===== src/rtl/weave_pkg.sv =====
// weave_pkg: shared types and helpers for the weave row sequencer.
//   ROW_W      - width of one weave row / lift mask (8)
//   ROW_IDX_W  - width of the row index (3, counts rows mod 8)
//   state_t    - sequencer FSM states (IDLE, SHOW)
//   rotl8      - rotate an 8-bit row left by 0..7 positions
package weave_pkg;

  localparam int ROW_W     = 8;
  localparam int ROW_IDX_W = 3;

  typedef enum logic {
    IDLE = 1'b0,
    SHOW = 1'b1
  } state_t;

  // Rotating the doubled word left and keeping the upper half gives a
  // circular left rotation without a variable-width right shift.
  function automatic logic [ROW_W-1:0] rotl8(input logic [ROW_W-1:0]     word,
                                             input logic [ROW_IDX_W-1:0] amount);
    logic [2*ROW_W-1:0] dbl;
    dbl = {word, word} << amount;
    return dbl[2*ROW_W-1:ROW_W];
  endfunction

endpackage


===== src/rtl/weave_fifo.sv =====
// weave_fifo: synchronous FIFO buffering lift masks ahead of the sequencer.
// Parameters: DEPTH (power of two, >= 2), WIDTH, CNT_W (count width).
// Ports:
//   clk, rst_n      clock, asynchronous active-low reset
//   push, din       write request and data (ignored when full)
//   pop, dout       read request and head-of-queue data (ignored when empty)
//   full, empty     status derived from the registered count
//   count           number of stored words
// A push while full is dropped even if a pop happens in the same cycle.
module weave_fifo #(
  parameter int DEPTH = 4,
  parameter int WIDTH = 8,
  parameter int CNT_W = $clog2(DEPTH) + 1
) (
  input  logic             clk,
  input  logic             rst_n,
  input  logic             push,
  input  logic [WIDTH-1:0] din,
  input  logic             pop,
  output logic [WIDTH-1:0] dout,
  output logic             full,
  output logic             empty,
  output logic [CNT_W-1:0] count
);

  localparam int AW = $clog2(DEPTH);

  logic [WIDTH-1:0] mem [DEPTH];
  logic [AW-1:0]    wr_ptr;
  logic [AW-1:0]    rd_ptr;
  logic             do_push;
  logic             do_pop;

  assign full    = (count == CNT_W'(DEPTH));
  assign empty   = (count == '0);
  assign do_push = push && !full;
  assign do_pop  = pop && !empty;
  assign dout    = mem[rd_ptr];

  // Storage carries no reset: contents are only visible once counted in.
  always_ff @(posedge clk) begin
    if (do_push) mem[wr_ptr] <= din;
  end

  // Pointers wrap naturally because DEPTH is a power of two.
  always_ff @(posedge clk or negedge rst_n) begin
    if (!rst_n) begin
      wr_ptr <= '0;
      rd_ptr <= '0;
      count  <= '0;
    end else begin
      if (do_push) wr_ptr <= wr_ptr + 1'b1;
      if (do_pop)  rd_ptr <= rd_ptr + 1'b1;
      case ({do_push, do_pop})
        2'b10:   count <= count + 1'b1;
        2'b01:   count <= count - 1'b1;
        default: count <= count;
      endcase
    end
  end

endmodule


===== src/rtl/weave_row_sequencer.sv =====
// weave_row_sequencer: buffers lift masks from the operand adder and presents
// each one as a weave row on out_row for HOLD_CYCLES cycles.
// Build option: define WEAVE_TWILL_SHIFT_EN to rotate each row left by its
// row index (twill diagonal); otherwise rows are the raw words.
// Parameters: DEPTH (FIFO entries, power of two >= 2), HOLD_CYCLES (>= 1).
// Ports:
//   clk, rst_n   clock, asynchronous active-low reset
//   in_data      lift mask from the adder stage
//   in_valid     in_data is valid
//   in_ready     word accepted on an edge where in_valid && in_ready
//   out_row      current weave row (registered)
//   out_valid    out_row holds a live row
//   row_idx      index of the current row, mod 8
//   row_start    one-cycle pulse in the first cycle of each row
// Handshake: in_valid/in_ready follow strict valid/ready rules -- a transfer
// happens on exactly the edges where both are high; in_ready depends only on
// registered FIFO occupancy, never on in_valid.
module weave_row_sequencer
  import weave_pkg::*;
#(
  parameter int DEPTH       = 4,
  parameter int HOLD_CYCLES = 4
) (
  input  logic                 clk,
  input  logic                 rst_n,
  input  logic [ROW_W-1:0]     in_data,
  input  logic                 in_valid,
  output logic                 in_ready,
  output logic [ROW_W-1:0]     out_row,
  output logic                 out_valid,
  output logic [ROW_IDX_W-1:0] row_idx,
  output logic                 row_start
);

  localparam int CNT_W  = $clog2(DEPTH) + 1;
  localparam int HOLD_W = $clog2(HOLD_CYCLES + 1);
  localparam logic [HOLD_W-1:0] HOLD_RELOAD = HOLD_W'(HOLD_CYCLES - 1);

  state_t               state, state_n;
  logic [HOLD_W-1:0]    hold, hold_n;
  logic [ROW_W-1:0]     out_row_n;
  logic                 out_valid_n;
  logic                 row_start_n;
  logic [ROW_IDX_W-1:0] row_idx_n;
  logic                 loaded, loaded_n;   // a row has been loaded since reset
  logic                 load;
  logic [ROW_IDX_W-1:0] load_idx;

  logic                 fifo_full;
  logic                 fifo_empty;
  logic [CNT_W-1:0]     fifo_count;
  logic [ROW_W-1:0]     fifo_dout;

  assign in_ready = !fifo_full;

  weave_fifo #(
    .DEPTH (DEPTH),
    .WIDTH (ROW_W),
    .CNT_W (CNT_W)
  ) u_fifo (
    .clk   (clk),
    .rst_n (rst_n),
    .push  (in_valid),
    .din   (in_data),
    .pop   (load),
    .dout  (fifo_dout),
    .full  (fifo_full),
    .empty (fifo_empty),
    .count (fifo_count)
  );

  // Status flags must always agree with the occupancy count.
  a_fifo_flags: assert property (@(posedge clk) disable iff (!rst_n)
    (fifo_full == (fifo_count == CNT_W'(DEPTH))) && (fifo_empty == (fifo_count == '0)));

  always_ff @(posedge clk or negedge rst_n) begin
    if (!rst_n) begin
      state     <= IDLE;
      hold      <= '0;
      out_row   <= '0;
      out_valid <= 1'b0;
      row_start <= 1'b0;
      row_idx   <= '0;
      loaded    <= 1'b0;
    end else begin
      state     <= state_n;
      hold      <= hold_n;
      out_row   <= out_row_n;
      out_valid <= out_valid_n;
      row_start <= row_start_n;
      row_idx   <= row_idx_n;
      loaded    <= loaded_n;
    end
  end

  always_comb begin
    state_n     = state;
    hold_n      = hold;
    out_row_n   = out_row;
    out_valid_n = out_valid;
    row_start_n = 1'b0;
    row_idx_n   = row_idx;
    loaded_n    = loaded;
    load        = 1'b0;
    load_idx    = row_idx;

    case (state)
      IDLE: begin
        if (!fifo_empty) load = 1'b1;
      end
      SHOW: begin
        if (hold != '0) begin
          hold_n = hold - 1'b1;
        end else if (!fifo_empty) begin
          load = 1'b1;
        end else begin
          out_valid_n = 1'b0;   // out_row keeps its last value
          state_n     = IDLE;
        end
      end
      default: state_n = IDLE;
    endcase

    if (load) begin
      // The very first row after reset keeps index 0; later rows advance it.
      load_idx    = loaded ? row_idx + 1'b1 : row_idx;
      row_idx_n   = load_idx;
`ifdef WEAVE_TWILL_SHIFT_EN
      out_row_n   = rotl8(fifo_dout, load_idx);
`else
      out_row_n   = fifo_dout;
`endif
      out_valid_n = 1'b1;
      row_start_n = 1'b1;
      hold_n      = HOLD_RELOAD;
      state_n     = SHOW;
      loaded_n    = 1'b1;
    end
  end

endmodule

===== config.mk =====
export PLATFORM = sky130hd
export DESIGN_NAME = weave_row_sequencer
export DESIGN_NICKNAME = d
export VERILOG_FILES = /design/src/rtl/weave_pkg.sv /design/src/rtl/weave_fifo.sv /design/src/rtl/weave_row_sequencer.sv
export SDC_FILE = /design/constraint.sdc
export NUM_CORES = 1
export LEC_CHECK = 0
export ABC_CLOCK_PERIOD_IN_PS = 3620
export BUFFER_PORTS_ARGS = -buffer_cell sky130_fd_sc_hd__buf_2
export CORE_ASPECT_RATIO = 2
export CORE_MARGIN = 2
export CORE_UTILIZATION = 25
export DETAILED_ROUTE_END_ITERATION = 10
export PLACE_DENSITY = 0.52
export SYNTH_ARGS = -nofsm -noshare
export SYNTH_HDL_FRONTEND = slang
export SYNTH_SLANG_ARGS = --single-unit
export TNS_END_PERCENT = 100

===== constraint.sdc =====
create_clock -name clk -period 3.62 [get_ports clk]
set_input_delay 0.362 -clock clk [delete_from_list [all_inputs] [get_ports clk]]
set_output_delay 0.362 -clock clk [all_outputs]
set_load 0.02 [all_outputs]

== Yosys cells after proc, flatten, opt, wreduce, memory -nomap -nowiden ==
Memories as Yosys holds them, arrays and structs flattened. A register that Yosys moved wholly into a read port is not among the register bits.
Cells that the tools add are included.
Storage, ports and cells
  register bits: 17
  bits in writable memories: 32
  input port bits: 11
  memories kept: 1
Cells by class
  $add $sub $neg: 6
  equal/unequal tests: 4
  muxes and demuxes: 17
  bitwise gates (word level): 1
  reductions and logical operators: 14
Memories
  u_fifo.mem: words 4, width 8, read ports 1, clocked after memory_dff 1, wr ports 1, line weave_fifo.sv:28  | logic [WIDTH-1:0] mem [DEPTH];
Operators by type and width (count)
  1-bit 2-to-1 mux: 12
  3-bit 2-to-1 mux: 3
  2-bit nonzero test: 4
  3-bit by 1-bit adder with 3-bit output, second input constant: 2
  3-bit one-hot mux with 2 select lines: 1
  3-bit by 1-bit subtractor with 3-bit output, second input constant: 2
  2-bit by 1-bit adder with 2-bit output, second input constant: 2
  2-bit AND reduction: 2
  3-bit equality test, second input constant: 1
  1-bit zero test: 3
  3-bit zero test: 1
  3-bit AND reduction: 1
  3-bit nonzero test: 1
  2-bit by 1-bit equality test with 1-bit output, second input constant: 1
  2-bit equality test, second input constant: 1
  1-bit logical AND: 2
  2-bit by 1-bit inequality test with 1-bit output, second input constant: 1
  1-bit one-hot mux with 2 select lines: 1
  1-bit inverter: 1

== Longest topological paths before layout ==
  depth in word-level cells: 7
  depth in mapped cells: 12
  depth with buffers taken out: 11

== By module ==
A second synthesis with hierarchy kept.
Unflattened totals
  cell total of the unflattened synthesis: 132
  area total of the unflattened synthesis: 2362.3 µm²
By module, submodules not included
  weave_fifo: instances 1, cells an instance 80, area an instance 1584.0 µm², seq. area each 1136.1 µm²
  weave_row_sequencer: instances 1, cells an instance 52, area an instance 778.2 µm², seq. area each 450.4 µm²

== Worst setup path after synthesis ==
Ideal clock, no wire load.
  path kind: reg-to-reg
  from: register hold[0]
  to: register u_fifo.count[2]
  library setup time: 0.079 ns
  data arrival time: 2.155 ns
  path slack: 1.385 ns
  cell stages (with the launch flop): 13
  path buffers: 1
  clock period less this slack: 2.235 ns
  cells stage by stage: dfrtp_1 > inv_1 > ha_1 > ha_1 > nor2b_1 > nor2_1 > buf_2 > ha_1 > inv_1 > fa_1 > xor2_1 > nor2_1 > xor2_1
Between the ends
  cells in the longest elaborated chain, start to end: 6
  elaborated cells on any way between the ends: 8
  classes of those cells: eq/ne: 2; mux: 3; reduce/logical: 3
Ends and longest elaborated chain
  start, declared: line weave_row_sequencer.sv:40  | logic [HOLD_W-1:0] hold, hold_n;
  start signal, assigned: line weave_row_sequencer.sv:87  | hold <= hold_n;
  3-bit nonzero test (*): line weave_row_sequencer.sv:112  | if (hold != '0) begin
  1-bit 2-to-1 mux (*): line weave_row_sequencer.sv:112
  1-bit one-hot mux with 2 select lines (*): line weave_row_sequencer.sv:107  | case (state)
  1-bit logical AND (*): line weave_fifo.sv:37  | assign do_pop = pop && !empty;
  net u_fifo.do_pop: line weave_fifo.sv:32  | logic do_pop;
  2-bit by 1-bit equality test with 1-bit output or 2-bit equality test (tied branches): line weave_fifo.sv:54  | case ({do_push, do_pop})
  3-bit one-hot mux with 2 select lines or 2-bit nonzero test (tied branches)
  end signal, assigned: line weave_fifo.sv:55  | 2'b10: count <= count + 1'b1;
  end signal, assigned: line weave_fifo.sv:56  | 2'b01: count <= count - 1'b1;
  end signal, assigned: line weave_fifo.sv:57  | default: count <= count;
  end, declared: line weave_fifo.sv:23  | output logic [CNT_W-1:0] count
Mark *: on every way through the listed nets, which the timed path passes. The rest lies on a longest branch.
A chain may end at the register's enable or synchronous reset.

== Worst setup path after layout ==
  from: register hold[0]
  to: register u_fifo.count[2]
Between the ends
  cells in the longest elaborated chain, start to end: 6
  elaborated cells on any way between the ends: 8
  classes of those cells: eq/ne: 2; mux: 3; reduce/logical: 3
Ends and longest elaborated chain (line)
  3-bit nonzero test (*): weave_row_sequencer.sv:112
  1-bit 2-to-1 mux (*): weave_row_sequencer.sv:112
  1-bit one-hot mux with 2 select lines (*): weave_row_sequencer.sv:107
  1-bit logical AND (*): weave_fifo.sv:37
  2-bit by 1-bit equality test with 1-bit output or 2-bit equality test (tied branches): weave_fifo.sv:54
  3-bit one-hot mux with 2 select lines or 2-bit nonzero test (tied branches)
Mark *: on every way between the ends. The rest lies on a longest branch, timed or not.

==> key figures <==
Timing
  • Final Hold Fails: 0
  • Setup TNS Final: 0 ns
  • Final Max Slew Viols: 0
  • Worst slew pin tran: a little over 0.6 ns
  • RSZ-0062 raised after global routing: no
  • Fin crit period: 2.35 ns
  • Fin crit share: 64.9%
  • Setup violators final: 0
  • Fmax: 0.425 GHz
  • Layout Skew: between 0.006 and 0.007 ns
  • Slew headroom: a little under 60%

Synthesis
  • Syn Std Cell Area: 0.00230 mm²
  • Mux cell area share after synthesis: between 10% and 20%
  • Number of synthesized register bits: 57
  • Synth Area in Compound Gates: 0.871%
  • Synth Area in XOR/XNOR: around 3.0%
  • FFs w/ async S/R, synth: 43.9%
  • Area leader, netlist: edfxtp_1
  • Area contributors post-synth: edfxtp_1 (42%), dfrtp_1 (27%), mux4_2 (7.8%)
  • Post-Syn Nets: ~150
  • Largest family of logic cells by synthesized area: multiplexers
  • Post-synth EDFFs: 32
  • Post-Synth Simple-Gate Area: 5.88%
  • Ys flop type: edfxtp_1
  • Synthesized area per cell: approximately 17 µm²
  • Synthesis Warnings: 0
  • Sequential-to-total area share from yosys stat: 69.0%
  • Synth cell types: 28
  • Mapped Cells: between 100 and 150
  • Adder-cell share of the synthesized area: 5.22%
  • Post-synth top area share: 41.8%

Critical path
  • CP Class: reg2reg
  • Max Fanout on Critical Path: 11
  • Reg-to-reg setup timing slack: 1.27 ns
  • CP required: roughly 3.8 ns
  • CP endpoint kind: flop
  • Worst Path Arrival: approximately 2.6 ns
  • Critical Path Source Type: flop

Clock tree
  • Clock latency on the worst-skew pair: roughly 0.32 ns
  • TritonCTS Buffers: 9
  • Hold_buf cts: 0
  • Clock sinks: 57
  • CTS H-Tree Depth: 3
  • Clk pin slew, worst setup/hold paths: about 0.050 ns
  • CTS tree: done
  • Clk root buf: clkbuf_16
  • Post_cts resized: 0
  • Bufs on Longest Clock Path: 2
  • Setup Buffers After CTS: 0

Floorplan
  • Die H: between 100 and 150 µm
  • Core area: approximately 0.009 mm²
  • Die area: 0.0100 mm²
  • Rows: 49
  • IO Pins: 25
  • Die width: just over 70 µm
  • Initial core utilization: 25.7%

Power
  • Power Total: ~0.0028 W
  • Peak VDD IR: 0.342 mV
  • Leak pwr: approximately 1.1 nW
  • Pwr per Cell Area: slightly below 1000 mW/mm²
  • Seq pwr share: 38.2%
  • Clock share of power: approximately a third
  • Int Pwr: between 0.0015 and 0.002 W
  • Switching Fraction: around 29%
  • Comb pwr share: a little over a quarter
  • Net Sw Power: around 0.0008 W

Global route
  • Initial antenna violation count: 0
  • Total GRT Usage: under 10%
  • Met1 usage: 9.69%
  • First-pass GRT wire length: around 6700 µm
  • Busiest grt layer: met2
  • GRT Residual Overflow: 0
  • Number of global-route vias before repair: 1311
  • Grt met3 use: about 2.5%
  • Met2 usage in global routing: between 10% and 20%
  • Largest net degree at the start of global routing: 26

Placed design
  • Port bufs: 24
  • Placed cell count: 256
  • GP Congestion: a little under 0.7
  • Detailed placement HPWL: 2940 µm
  • Post-DP Area: approximately 0.0025 mm²

Cells and area
  • Final Instance Area: 0.00288 mm²
  • Layout area overhead: 25.4%
  • Final net count: about 190
  • Fin util: between 30% and 40%
  • Reg area: 0.00159 mm²
  • Multi-input gate area: between 600 and 700 µm²
  • N_diodes: 0
  • Number of fillers in the final layout: between 900 and 1k
  • Layout cells sized above 1: 38.8%
  • Final cell count without fillers: between 200 and 300

Routing
  • Vias per cell: 4.38
  • Post-route ant nets: 0
  • Vias: around 1.2k
  • Starting DRT DRC Count: 56
  • Post-DR wirelength/cell: about 15 µm
  • DRC: 0
  • Detailed Routing Iterations Pass 1: 4
  • Post-Route WL: roughly 4000 µm

Run
  • # Max-Cap Violations: 0

Run status
  • Run status: finished, final reports clean

Hold path
  • Hold/Removal Path Class: in2async
==> power groups by stage <==
| stage | combinational, W | sequential [W] | clock [W] |
|---|---|---|---|
| global placement | 0.000765 | 0.00109 | 0 |
| global route | 0.000856 | 0.00111 | 0.00102 |
| floorplan | 0.000533 | 0.00109 | 0 |
| CTS | 0.000793 | 0.00108 | 0.000994 |
| finish | 0.000763 | 0.00107 | 0.000967 |
| detailed placement | 0.000788 | 0.00109 | 0 |
==> cell usage after synthesis (2+ instances only) <==
cell	instances
edfxtp_1	32
dfrtp_1	25
inv_1	9
mux2_2	9
ha_1	8
mux4_2	8
xnor2_1	5
and3_2	4
nor2_1	4
a21oi_1	3
nand3_1	3
xor2_1	3
buf_2	2
clkbuf_1	2
mux2i_1	2
nor3_1	2
==> final timing paths <==
check                      startpoint          endpoint  cells after the start
setup / recovery              hold[0]   u_fifo.count[2]                     12
min in group clk           in_data[3]  u_fifo.mem[2][3]                      1
hold reg to reg            row_idx[2]        row_idx[2]                      1
hold / removal                  rst_n         row_start                      1
max in group asynchronous       rst_n        out_row[7]                      1
setup reg to reg              hold[0]   u_fifo.count[2]                     12
==> through the flow <==
step                hold slack, ns  setup WS [ns]
floorplan                   0.0664           1.39
global placement             0.393           1.36
CTS                         0.0483           1.26
global route                0.0834           1.02
detailed placement           0.405           1.29
finish                      0.0278           1.27
==> area by class of cell <==
class	instances	area share (%)
repair buffers	25	4.43
well taps	102	4.43
flip-flops and latches	57	55.0
clock buffers	11	8.42
clock inverters	5	3.56
multi-input cells	63	23.0
inverters	9	1.17
==> cells by family (layout without fill, tap and decap cells) <==
family | Yosys count | count (layout)
flip-flops | 57 | 57
AND/OR/NAND/NOR | 22 | 22
XOR/XNOR | 8 | 8
multiplexers | 20 | 20
AO/OA/AOI/OAI | 4 | 4
adder cells (fa/ha/maj) | 9 | 9
buffers and inverters | 13 | 50
==> cells in the final DEF, fill, tap and decap left out, drive strengths merged <==
master	instances
o21ai	1
clkbuf	11
or3	1
fa	1
mux2i	2
a21oi	3
and3	4
and2	1
dfrtp	25
clkinv	1
nor2	4
bufinv	3
xor2	3
or2	1
nand2b	1
edfxtp	32
buf	25
inv	9
xnor2	5
mux4	8
nor3	3
mux2	10
clkinvlp	1
or3b	1
nand4	1
ha	8
nand2	1
nand3	3
nor2b	1
==> state kept, by name, summed over array words and instances (netlist names) <==
signal and cells:
u_fifo.mem 32, out_row 8, hold 3, row_idx 3
u_fifo.count 3, u_fifo.rd_ptr 2, u_fifo.wr_ptr 2, loaded 1
out_valid 1, row_start 1, state 1
==> worst max-delay path, stage by stage, from the launching register on <==
cell and delay (ns):
dfrtp_1 0.37, inv_1 0.05, ha_1 0.19, ha_1 0.21, nor2b_1 0.33, nor2_1 0.08
buf_4 0.19, ha_1 0.23, inv_1 0.07, fa_1 0.17, xor2_1 0.15, nor2_1 0.06
xor2_1 0.14
==> per-layer routing <==
layer  wire, µm  up-vias
li1           -      552
met1       1470      605
met2       2240       23
met3        138       11
met4        171        0
met5          0        -
No activity file was read; power rests on OpenSTA's default activity.
